### config.mk
export PLATFORM = sky130hd
export DESIGN_NAME = sequence_transmitter_flat
export DESIGN_NICKNAME = d
export VERILOG_FILES = /design/src/rtl/sequence_transmitter_if.sv /design/src/rtl/sequence_transmitter.sv /design/src/flat_wrapper.sv
export SDC_FILE = /design/constraint.sdc
export NUM_CORES = 1
export LEC_CHECK = 0
export CELL_PAD_IN_SITES_DETAIL_PLACEMENT = 0
export CELL_PAD_IN_SITES_GLOBAL_PLACEMENT = 2
export CORE_MARGIN = 5
export CORE_UTILIZATION = 30
export CTS_CLUSTER_SIZE = 8
export DETAILED_ROUTE_END_ITERATION = 16
export PLACE_DENSITY = 0.85
export SLEW_MARGIN = 30
export SYNTH_ARGS = -nofsm -noshare
export SYNTH_HDL_FRONTEND = slang
export SYNTH_SLANG_ARGS = --single-unit
### constraint.sdc
create_clock -name clock -period 2.3 [get_ports clock]
set_clock_uncertainty 0.1 [all_clocks]
set_input_delay 0.46 -clock clock [delete_from_list [all_inputs] [get_ports clock]]
set_output_delay 0.46 -clock clock [all_outputs]
set_load 0.01 [all_outputs]
### src/rtl/sequence_transmitter_if.sv
// Handshake and serial-output bundle for sequence_transmitter.
// The transmitter sits on the slave modport and the pattern source on the master modport.
interface sequence_transmitter_if #(
    parameter int WIDTH    = 4,
    parameter int REPEAT_W = 4
);
    logic [WIDTH-1:0]    data;
    logic [REPEAT_W-1:0] repeats;   // extra copies; copies sent = repeats + 1
    logic                start;
    logic                ready;
    logic                w;
    logic                valid;
    logic                done;

    modport master (
        output data, repeats, start,
        input  ready, w, valid, done
    );

    modport slave (
        input  data, repeats, start,
        output ready, w, valid, done
    );
endinterface

### src/rtl/sequence_transmitter.sv
// Serial pattern transmitter: shifts a captured WIDTH-bit word out MSB-first, repeats+1 times back-to-back.
// Define SEQUENCE_TX_PARITY_EN to append an even-parity bit after every copy.
module sequence_transmitter #(
    parameter int WIDTH    = 4,
    parameter int REPEAT_W = 4
) (
    input  logic                 clock,
    input  logic                 reset,
    sequence_transmitter_if.slave bus
);
    localparam int CNT_W = $clog2(WIDTH);
    localparam logic [CNT_W-1:0] LAST_BIT = CNT_W'(WIDTH - 1);

`ifdef SEQUENCE_TX_PARITY_EN
    typedef enum logic [1:0] {IDLE, SHIFT, PARITY, DONE} state_t;
`else
    typedef enum logic [1:0] {IDLE, SHIFT, DONE} state_t;
`endif

    state_t              state_reg, state_next;
    logic [WIDTH-1:0]    shift_reg, shift_next;
    logic [WIDTH-1:0]    hold_reg, hold_next;
    logic [CNT_W-1:0]    bit_reg, bit_next;
    logic [REPEAT_W-1:0] copy_reg, copy_next;
    logic                w_reg, w_next;
    logic                valid_reg, valid_next;
    logic                done_reg, done_next;
    logic                copy_end;

    // Outputs are computed one cycle ahead so w/valid/done leave straight from flops.
    always_comb begin
        state_next = state_reg;
        shift_next = shift_reg;
        hold_next  = hold_reg;
        bit_next   = bit_reg;
        copy_next  = copy_reg;
        w_next     = 1'b0;
        valid_next = 1'b0;
        done_next  = 1'b0;
        copy_end   = 1'b0;

        case (state_reg)
            IDLE: begin
                if (bus.start) begin
                    hold_next  = bus.data;
                    shift_next = bus.data;
                    copy_next  = bus.repeats;
                    bit_next   = '0;
                    state_next = SHIFT;
                    w_next     = bus.data[WIDTH-1];
                    valid_next = 1'b1;
                end
            end
            SHIFT: begin
                if (bit_reg != LAST_BIT) begin
                    shift_next = shift_reg << 1;
                    bit_next   = bit_reg + 1'b1;
                    w_next     = shift_reg[WIDTH-2];
                    valid_next = 1'b1;
                end else begin
`ifdef SEQUENCE_TX_PARITY_EN
                    state_next = PARITY;
                    w_next     = ^hold_reg;
                    valid_next = 1'b1;
`else
                    copy_end   = 1'b1;
`endif
                end
            end
`ifdef SEQUENCE_TX_PARITY_EN
            PARITY: copy_end = 1'b1;
`endif
            DONE: state_next = IDLE;
            default: state_next = IDLE;
        endcase

        // Counting down from repeats and stopping at zero yields repeats+1 copies without wrap.
        if (copy_end) begin
            if (copy_reg != '0) begin
                copy_next  = copy_reg - 1'b1;
                shift_next = hold_reg;
                bit_next   = '0;
                state_next = SHIFT;
                w_next     = hold_reg[WIDTH-1];
                valid_next = 1'b1;
            end else begin
                state_next = DONE;
                done_next  = 1'b1;
            end
        end
    end

    always_ff @(posedge clock) begin
        if (reset) begin
            state_reg <= IDLE;
            shift_reg <= '0;
            hold_reg  <= '0;
            bit_reg   <= '0;
            copy_reg  <= '0;
            w_reg     <= 1'b0;
            valid_reg <= 1'b0;
            done_reg  <= 1'b0;
        end else begin
            state_reg <= state_next;
            shift_reg <= shift_next;
            hold_reg  <= hold_next;
            bit_reg   <= bit_next;
            copy_reg  <= copy_next;
            w_reg     <= w_next;
            valid_reg <= valid_next;
            done_reg  <= done_next;
        end
    end

    assign bus.ready = (state_reg == IDLE);
    assign bus.w     = w_reg;
    assign bus.valid = valid_reg;
    assign bus.done  = done_reg;
endmodule
### src/flat_wrapper.sv
// flat-port wrapper written by rule: the top's interface ports become plain ports
module sequence_transmitter_flat 
#(
    parameter int WIDTH    = 4,
    parameter int REPEAT_W = 4
)
  (clock, reset, bus_data, bus_repeats, bus_start, bus_ready, bus_w, bus_valid, bus_done);
  sequence_transmitter_if #(.WIDTH(WIDTH), .REPEAT_W(REPEAT_W)) bus_i ();
  input  logic clock;
  input  logic reset;
  input wire logic [$bits(bus_i.data)-1:0] bus_data;
  input wire logic [$bits(bus_i.repeats)-1:0] bus_repeats;
  input wire logic [$bits(bus_i.start)-1:0] bus_start;
  output wire logic [$bits(bus_i.ready)-1:0] bus_ready;
  output wire logic [$bits(bus_i.w)-1:0] bus_w;
  output wire logic [$bits(bus_i.valid)-1:0] bus_valid;
  output wire logic [$bits(bus_i.done)-1:0] bus_done;
  assign bus_i.data = bus_data;
  assign bus_i.repeats = bus_repeats;
  assign bus_i.start = bus_start;
  assign bus_ready = bus_i.ready;
  assign bus_w = bus_i.w;
  assign bus_valid = bus_i.valid;
  assign bus_done = bus_i.done;
  sequence_transmitter #(.WIDTH(WIDTH), .REPEAT_W(REPEAT_W)) u_core (.clock(clock), .reset(reset), .bus(bus_i));
endmodule
==> qor.yml, run 1 <==
sta:
  timing.final.crit_share_pct: 83.1
  finalMaxSlewViolations: 0
  setup_violations: 0
  maxSlewHeadroom_pct: 77.0
  hold_viol: 0
  timing.fmax_mhz: 523
  final_period_minus_worst_setup_slack_ns: 1.91
  totalNegativeSetupSlack_ns: 0
  timing.final.ws_setup_ns: 0.389
  unrepaired_setup_endpoints_after_global_routing: "false"
  worstMarginPinSlew_ns: 0.344
critical_path:
  cp_data_arrival_time_ns: 1.35
  crit_path_start: "u_core.state_reg[0]$_SDFFE_PP0P_"
  setup.worst_path.end_class: "primary output"
  cp.buffers_inverters: 1
  ff2ff_path_depth: 6
  criticalPathCategory: "reg2out"
  critical-path-slowest-cell: "sky130_fd_sc_hd__clkdlybuf4s50_1"
  crit_path_max_incr_delay_ns: 0.53
  timing.critical_path.max_delay_family: "buffers and inverters"
  worstPathRequired_ns: 1.74
  reg2reg_setup_slack_ns: 0.55
  worst_setup_path_start_kind: "register"
  worst-path-max-fanout: 7
  reg2reg_to: "u_core.copy_reg[3]$_SDFF_PP0_"
  critical_path.cell_chain: "nor2_1 -> clkdlybuf4s50_1"
  worst_r2r_startpoint: "u_core.copy_reg[0]$_SDFF_PP0_"
yosys:
  synth.net_count: 94
  yosys_warnings: 0
  post_synth_fa_ha_maj_area_fraction_pct: 1.53
  synth_largest_area_cell: "sky130_fd_sc_hd__dfxtp_1"
  synth_seq_cells: 18
  async_reset_ff_share_pct: 0
  ys_types: 30
  synth_area_in_compound_gates_pct: 20.4
  post_synth_xor_area_fraction_pct: 1.07
  netlist_area_um2: 816
  area_share_of_and_or_nand_nor_cells_after_synthesis_pct: 20.6
  yosys-top-cells-area: "sky130_fd_sc_hd__dfxtp_1 (44%), sky130_fd_sc_hd__nor2_1 (5.1%), sky130_fd_sc_hd__a222oi_1 (4.9%)"
  synth_edf_count: 0
  syn_area_per_cell_um2: 9.95
  synth_largest_type_area_fraction_pct: 44.2
  synth_cells: 82
  synth_mux_area_share_pct: 6.29
  synth_top_family_by_area: "simple AND/OR/NAND/NOR gates"
  synth_ff_type: "sky130_fd_sc_hd__dfxtp_1"
  synth_seq_area_share_pct: 44.2
cells_and_area:
  n_fill_cell: 290
  share_of_cells_above_drive_strength_1_pct: 13.3
  final_net_count: 111
  layout-area-overhead-vs-synth_pct: 24.5
  area_of_the_multi_input_gates_um2: 407
  fin_util_pct: 37.8
  final-instance-count-excl-fill: 129
  finish.instance_area_um2: 1020
  antenna_cells_inserted: 0
  layout.area.seq_um2: 360
floorplan:
  floorplan.initialDensity_pct: 30.4
  floorplan.die_area_um2: 3860
  dieWidth_um: 62.1
  coreArea_um2: 2690
  standard_cell_row_count: 19
  die_y_extent_um: 62.1
  boundaryPins: 15
clocking:
  post-cts-setup-buffer-count: 0
  cts.path.max_buffers: 2
  post_cts_sizing: 0
  cts.clk_slew.worst_paths_ns: 0.11
  cts-buffers-inserted: 3
  clk-insertion-delay-late_ns: 0.29
  cts.root.buffer_cell: "sky130_fd_sc_hd__clkbuf_4"
  clock_tree.htree_level_count: 1
  cts.sink_count: 18
  holdBufCountCts: 0
  cts_tree: "done"
min_path:
  timing.hold.worst_endpoint: "u_core.shift_reg[2]$_SDFF_PP0_"
  worst_hold_path_type: "reg2reg"
  min_path_cells: 2
  timing.hold.worst.start: "u_core.shift_reg[2]$_SDFF_PP0_"
pwr:
  power_switching_share_pct: 25.1
  power.net_switching_mw: 0.161
  power_report.internal_total_mw: 0.480
  seq_power_share_pct: 53.4
  share_comb_of_total_power_pct: 15.5
  powerDensity_nw_per_um2: 631
  ir_drop_mv: 0.378
  power.leakage_nw: 0.380
  pwr-share-clk_pct: 31.2
detailed_routing:
  detail_route.iter0.violations: 22
  detail_route.vias_per_cell: 5.03
  drt.antenna.violating_nets: 0
  remaining_drc_errors: 0
  first_pass_iters: 6
  totalWireLength_mm: 1.62
  vias: 649
  wire_per_inst_um: 12.6
placed_design:
  io_buffers: 14
  placed_cells: 125
  placedInstanceArea_um2: 980
  gp_congestion: 0.770
  setup_slack_after_placement_ns: 0.337
  post-dp-hpwl_mm: 1.13
outcome:
  outcome: "finished clean"
global_route:
  overflow: 0
  antenna_violations_before_repair: 0
  grt_pass1_vias: 652
  global_route_wire_length_before_repair_mm: 2.81
  groute.usage.overall_pct: 8.71
  pin_count_of_the_biggest_net_entering_global_routing: 17
job:
  max_cap_violations: 0
## layer usage
metal / GRT usage, % / part of all wire, % / vias up
met4: 1.63 / 0.49 / 0
met2: 13.5 / 44 / 14
li1: - / - / 332
met5: 0 / 0 / -
met3: 4.32 / 5.2 / 2
met1: 10.9 / 50 / 301
## layout by cell type (no fill, tap or decap)
cell and n:
sky130_fd_sc_hd__a211oi_1 2, sky130_fd_sc_hd__a211oi_2 2, sky130_fd_sc_hd__a21oi_1 6, sky130_fd_sc_hd__a222oi_1 4, sky130_fd_sc_hd__a22oi_1 1, sky130_fd_sc_hd__a32oi_1 1
sky130_fd_sc_hd__a41o_1 1, sky130_fd_sc_hd__buf_4 2, sky130_fd_sc_hd__clkbuf_4 3, sky130_fd_sc_hd__clkbuf_8 1, sky130_fd_sc_hd__clkdlybuf4s50_1 14, sky130_fd_sc_hd__dfxtp_1 18
sky130_fd_sc_hd__ha_1 1, sky130_fd_sc_hd__inv_1 5, sky130_fd_sc_hd__mux2_1 1, sky130_fd_sc_hd__mux2i_1 4, sky130_fd_sc_hd__nand2_1 2, sky130_fd_sc_hd__nand2b_1 2
sky130_fd_sc_hd__nand4b_2 1, sky130_fd_sc_hd__nor2_1 11, sky130_fd_sc_hd__nor2_4 1, sky130_fd_sc_hd__nor2b_1 2, sky130_fd_sc_hd__nor3_1 3, sky130_fd_sc_hd__nor3b_1 2
sky130_fd_sc_hd__nor3b_2 1, sky130_fd_sc_hd__nor3b_4 1, sky130_fd_sc_hd__o21ai_0 2, sky130_fd_sc_hd__o21bai_1 1, sky130_fd_sc_hd__o22ai_2 1, sky130_fd_sc_hd__or3_1 1
sky130_fd_sc_hd__xor2_1 1
## worst min-delay path, stage by stage, from the launching register on
cell and delay [ns]:
sky130_fd_sc_hd__dfxtp_1 0.33, sky130_fd_sc_hd__nand2_1 0.05, sky130_fd_sc_hd__a21oi_1 0.05
## cell type report
| class | count | area share, % |
|---|---|---|
| multi-input cells | 55 | 40.0 |
| flip-flops and latches | 18 | 35.5 |
| repair buffers | 16 | 15.3 |
| well taps | 31 | 3.82 |
| clock buffers | 4 | 3.57 |
| inverters | 5 | 1.85 |
## kinds of logic (layout without fill, tap and decap cells)
family,after synthesis,after routing
AOI/OAI and AO/OA,21,21
DFF,18,18
muxes,5,5
buffers and inverters,9,25
and+or+nand+nor,27,27
xor gates and xnor gates,1,1
adders and majority gates,1,1
## power by group through the flow
stage	sequential, mW	clock, mW	combinational [mW]
final	0.342	0.200	0.0992
after global routing	0.345	0.223	0.109
after CTS	0.342	0.207	0.101
after detailed placement	0.349	0	0.101
after global placement	0.349	0	0.0996
after floorplan	0.347	0	0.0639
## Yosys cell counts (2+ instances only)
master,instances
sky130_fd_sc_hd__a211oi_1,2
sky130_fd_sc_hd__a211oi_2,2
sky130_fd_sc_hd__a21oi_1,6
sky130_fd_sc_hd__a222oi_1,4
sky130_fd_sc_hd__buf_6,2
sky130_fd_sc_hd__dfxtp_1,18
sky130_fd_sc_hd__inv_1,5
sky130_fd_sc_hd__mux2i_1,4
sky130_fd_sc_hd__nand2_1,2
sky130_fd_sc_hd__nand2b_1,2
sky130_fd_sc_hd__nor2_1,11
sky130_fd_sc_hd__nor2b_1,2
sky130_fd_sc_hd__nor3_1,3
sky130_fd_sc_hd__nor3b_1,2
sky130_fd_sc_hd__o21ai_0,2
## through the flow
step	hold WS, ns	total power [mW]
final	0.375	0.641
after global routing	0.395	0.677
after CTS	0.371	0.650
after detailed placement	0.355	0.450
after global placement	0.347	0.448
after floorplan	0.336	0.411
## worst max path at each step
stage / cells past startpoint / end
2_1_floorplan: 7 / u_core.shift_reg[1]$_SDFF_PP0_
4_1_cts: 2 / bus_ready
3_5_place_dp: 5 / u_core.shift_reg[2]$_SDFF_PP0_
6_report: 2 / bus_ready
3_3_place_gp: 5 / u_core.shift_reg[1]$_SDFF_PP0_
5_1_grt: 2 / bus_ready
Power figures use the tool's default switching activity.
==> run 2, diff against run 1 <==
clock period = 1.9 ns   (was 2.3 ns; I/O delays follow)
==> qor.yml, run 2 (synthesis gave the netlist of run 1 again) <==
outcome:
  outcome: "finished clean"
global_route:
  overflow: 0
  grt_pass1_vias: 657
  antenna_violations_before_repair: 0
  groute.usage.overall_pct: 8.75
  pin_count_of_the_biggest_net_entering_global_routing: 17
  global_route_wire_length_before_repair_mm: 2.80
detailed_routing:
  remaining_drc_errors: 0
  detail_route.vias_per_cell: 5.03
  drt.antenna.violating_nets: 0
  first_pass_iters: 4
  wire_per_inst_um: 12.4
  totalWireLength_mm: 1.61
  detail_route.iter0.violations: 17
  vias: 654
cells_and_area:
  layout-area-overhead-vs-synth_pct: 27.1
  final_cell_mix: "sky130_fd_sc_hd__dfxtp_1 (17), sky130_fd_sc_hd__clkdlybuf4s50_1 (14), sky130_fd_sc_hd__nor2_1 (11)"
  n_fill_cell: 293
  final_net_count: 112
  antenna_cells_inserted: 0
  fin_util_pct: 38.6
  layout_commonest_cell: "sky130_fd_sc_hd__dfxtp_1"
  share_of_cells_above_drive_strength_1_pct: 15.2
floorplan:
  dieWidth_um: 62.1
  coreArea_um2: 2690
  standard_cell_row_count: 19
  floorplan.initialDensity_pct: 30.4
  boundaryPins: 15
  die_y_extent_um: 62.1
  floorplan.die_area_um2: 3860
critical_path:
  worst-path-max-fanout: 7
  crit_path_start: "u_core.state_reg[1]$_SDFFE_PP0P_"
  worstPathRequired_ns: 1.42
  setup.worst_path.end_class: "primary output"
  ff2ff_path_depth: 6
  reg2reg_setup_slack_ns: 0.13
  worst_setup_path_start_kind: "register"
  reg2reg_to: "u_core.copy_reg[3]$_SDFF_PP0_"
  endpoint_of_the_worst_setup_timing_path: "bus_ready"
  worst_r2r_startpoint: "u_core.copy_reg[0]$_SDFF_PP0_"
  criticalPathCategory: "reg2out"
  cp_data_arrival_time_ns: 1.31
sta:
  totalNegativeSetupSlack_ns: 0
  maxSlewHeadroom_pct: 77.3
  finalMaxSlewViolations: 0
  final_period_minus_worst_setup_slack_ns: 1.79
  timing.fmax_mhz: 559
  setup_violations: 0
  timing.final.crit_share_pct: 94.1
  unrepaired_setup_endpoints_after_global_routing: "false"
  worstMarginPinSlew_ns: 0.340
  hold_viol: 0
clocking:
  holdBufCountCts: 0
  post_cts_sizing: 0
  cts.clk_slew.worst_paths_ns: 0.11
  cts.sink_count: 18
  cts-buffers-inserted: 3
  cts_tree: "done"
  clk-insertion-delay-late_ns: 0.30
  cts.path.max_buffers: 2
  post-cts-setup-buffer-count: 0
  cts.root.buffer_cell: "sky130_fd_sc_hd__clkbuf_4"
  clock_tree.htree_level_count: 1
placed_design:
  io_buffers: 14
  post-dp-hpwl_mm: 1.10
  gp_congestion: 0.770
pwr:
  ir_drop_mv: 0.488
  powerDensity_nw_per_um2: 751
  power.leakage_nw: 0.389
job:
  max_cap_violations: 0
min_path:
  worst_hold_path_type: "reg2reg"
  min_path_cells: 2
-- run 2: changes by cell type in the layout (fill, tap and decap cells not counted) --
cell,before,now
sky130_fd_sc_hd__buf_12,0,1
sky130_fd_sc_hd__dfxtp_1,18,17
sky130_fd_sc_hd__dfxtp_2,0,1
-- run 2: per-layer routing --
layer,wire [um],up-vias,track usage (%)
li1,-,337,-
met1,764,296,10.9
met2,692,15,12.6
met3,113,6,4.68
met4,36,0,3.25
met5,0,-,0
-- run 2: power breakdown --
group | switching (mW) | internal (mW)
Clock | 0.121 | 0.117
Combinational | 0.0546 | 0.0727
Sequential | 0.0166 | 0.398
-- run 2: through the flow --
stage	power, mW	cell area [um^2]	setup slack [ns]	hold slack, ns	cells
after floorplan	0.498	816	0.334	0.336	82
after global placement	0.549	1000	0.0963	0.349	126
after detailed placement	0.550	1000	0.0687	0.356	126
after CTS	0.797	1040	0.0492	0.373	130
after global routing	0.830	1040	0.0123	0.396	130
final	0.779	1040	0.113	0.372	130
-- run 2: how the worst min path moves through the flow --
| stage | startpoint | end | slack (ns) |
|---|---|---|---|
| 2_1_floorplan | u_core.shift_reg[1]$_SDFF_PP0_ | u_core.shift_reg[1]$_SDFF_PP0_ | 0.34 |
| 3_5_place_dp | u_core.shift_reg[1]$_SDFF_PP0_ | u_core.shift_reg[1]$_SDFF_PP0_ | 0.36 |
| 4_1_cts | u_core.shift_reg[1]$_SDFF_PP0_ | u_core.shift_reg[1]$_SDFF_PP0_ | 0.37 |
| 6_report | u_core.shift_reg[1]$_SDFF_PP0_ | u_core.shift_reg[1]$_SDFF_PP0_ | 0.37 |
| 3_3_place_gp | u_core.shift_reg[2]$_SDFF_PP0_ | u_core.shift_reg[2]$_SDFF_PP0_ | 0.35 |
| 5_1_grt | u_core.shift_reg[2]$_SDFF_PP0_ | u_core.shift_reg[2]$_SDFF_PP0_ | 0.40 |
-- run 2: final cells by class --
| cell class | count | area (um^2) | area share, % |
|---|---|---|---|
| tap | 31 | 38.8 | 3.74 |
| sequential | 18 | 362 | 34.9 |
| clock buffer | 4 | 36.3 | 3.50 |
| timing repair buffer | 17 | 175 | 16.9 |
| multi-input combinational | 55 | 407 | 39.2 |
| inverter | 5 | 18.8 | 1.81 |
-- run 2: critical path, cell delays in order, from the launching register on --
cell                              delay [ns]
sky130_fd_sc_hd__dfxtp_1                0.38
sky130_fd_sc_hd__nor2_1                 0.10
sky130_fd_sc_hd__clkdlybuf4s50_1        0.53
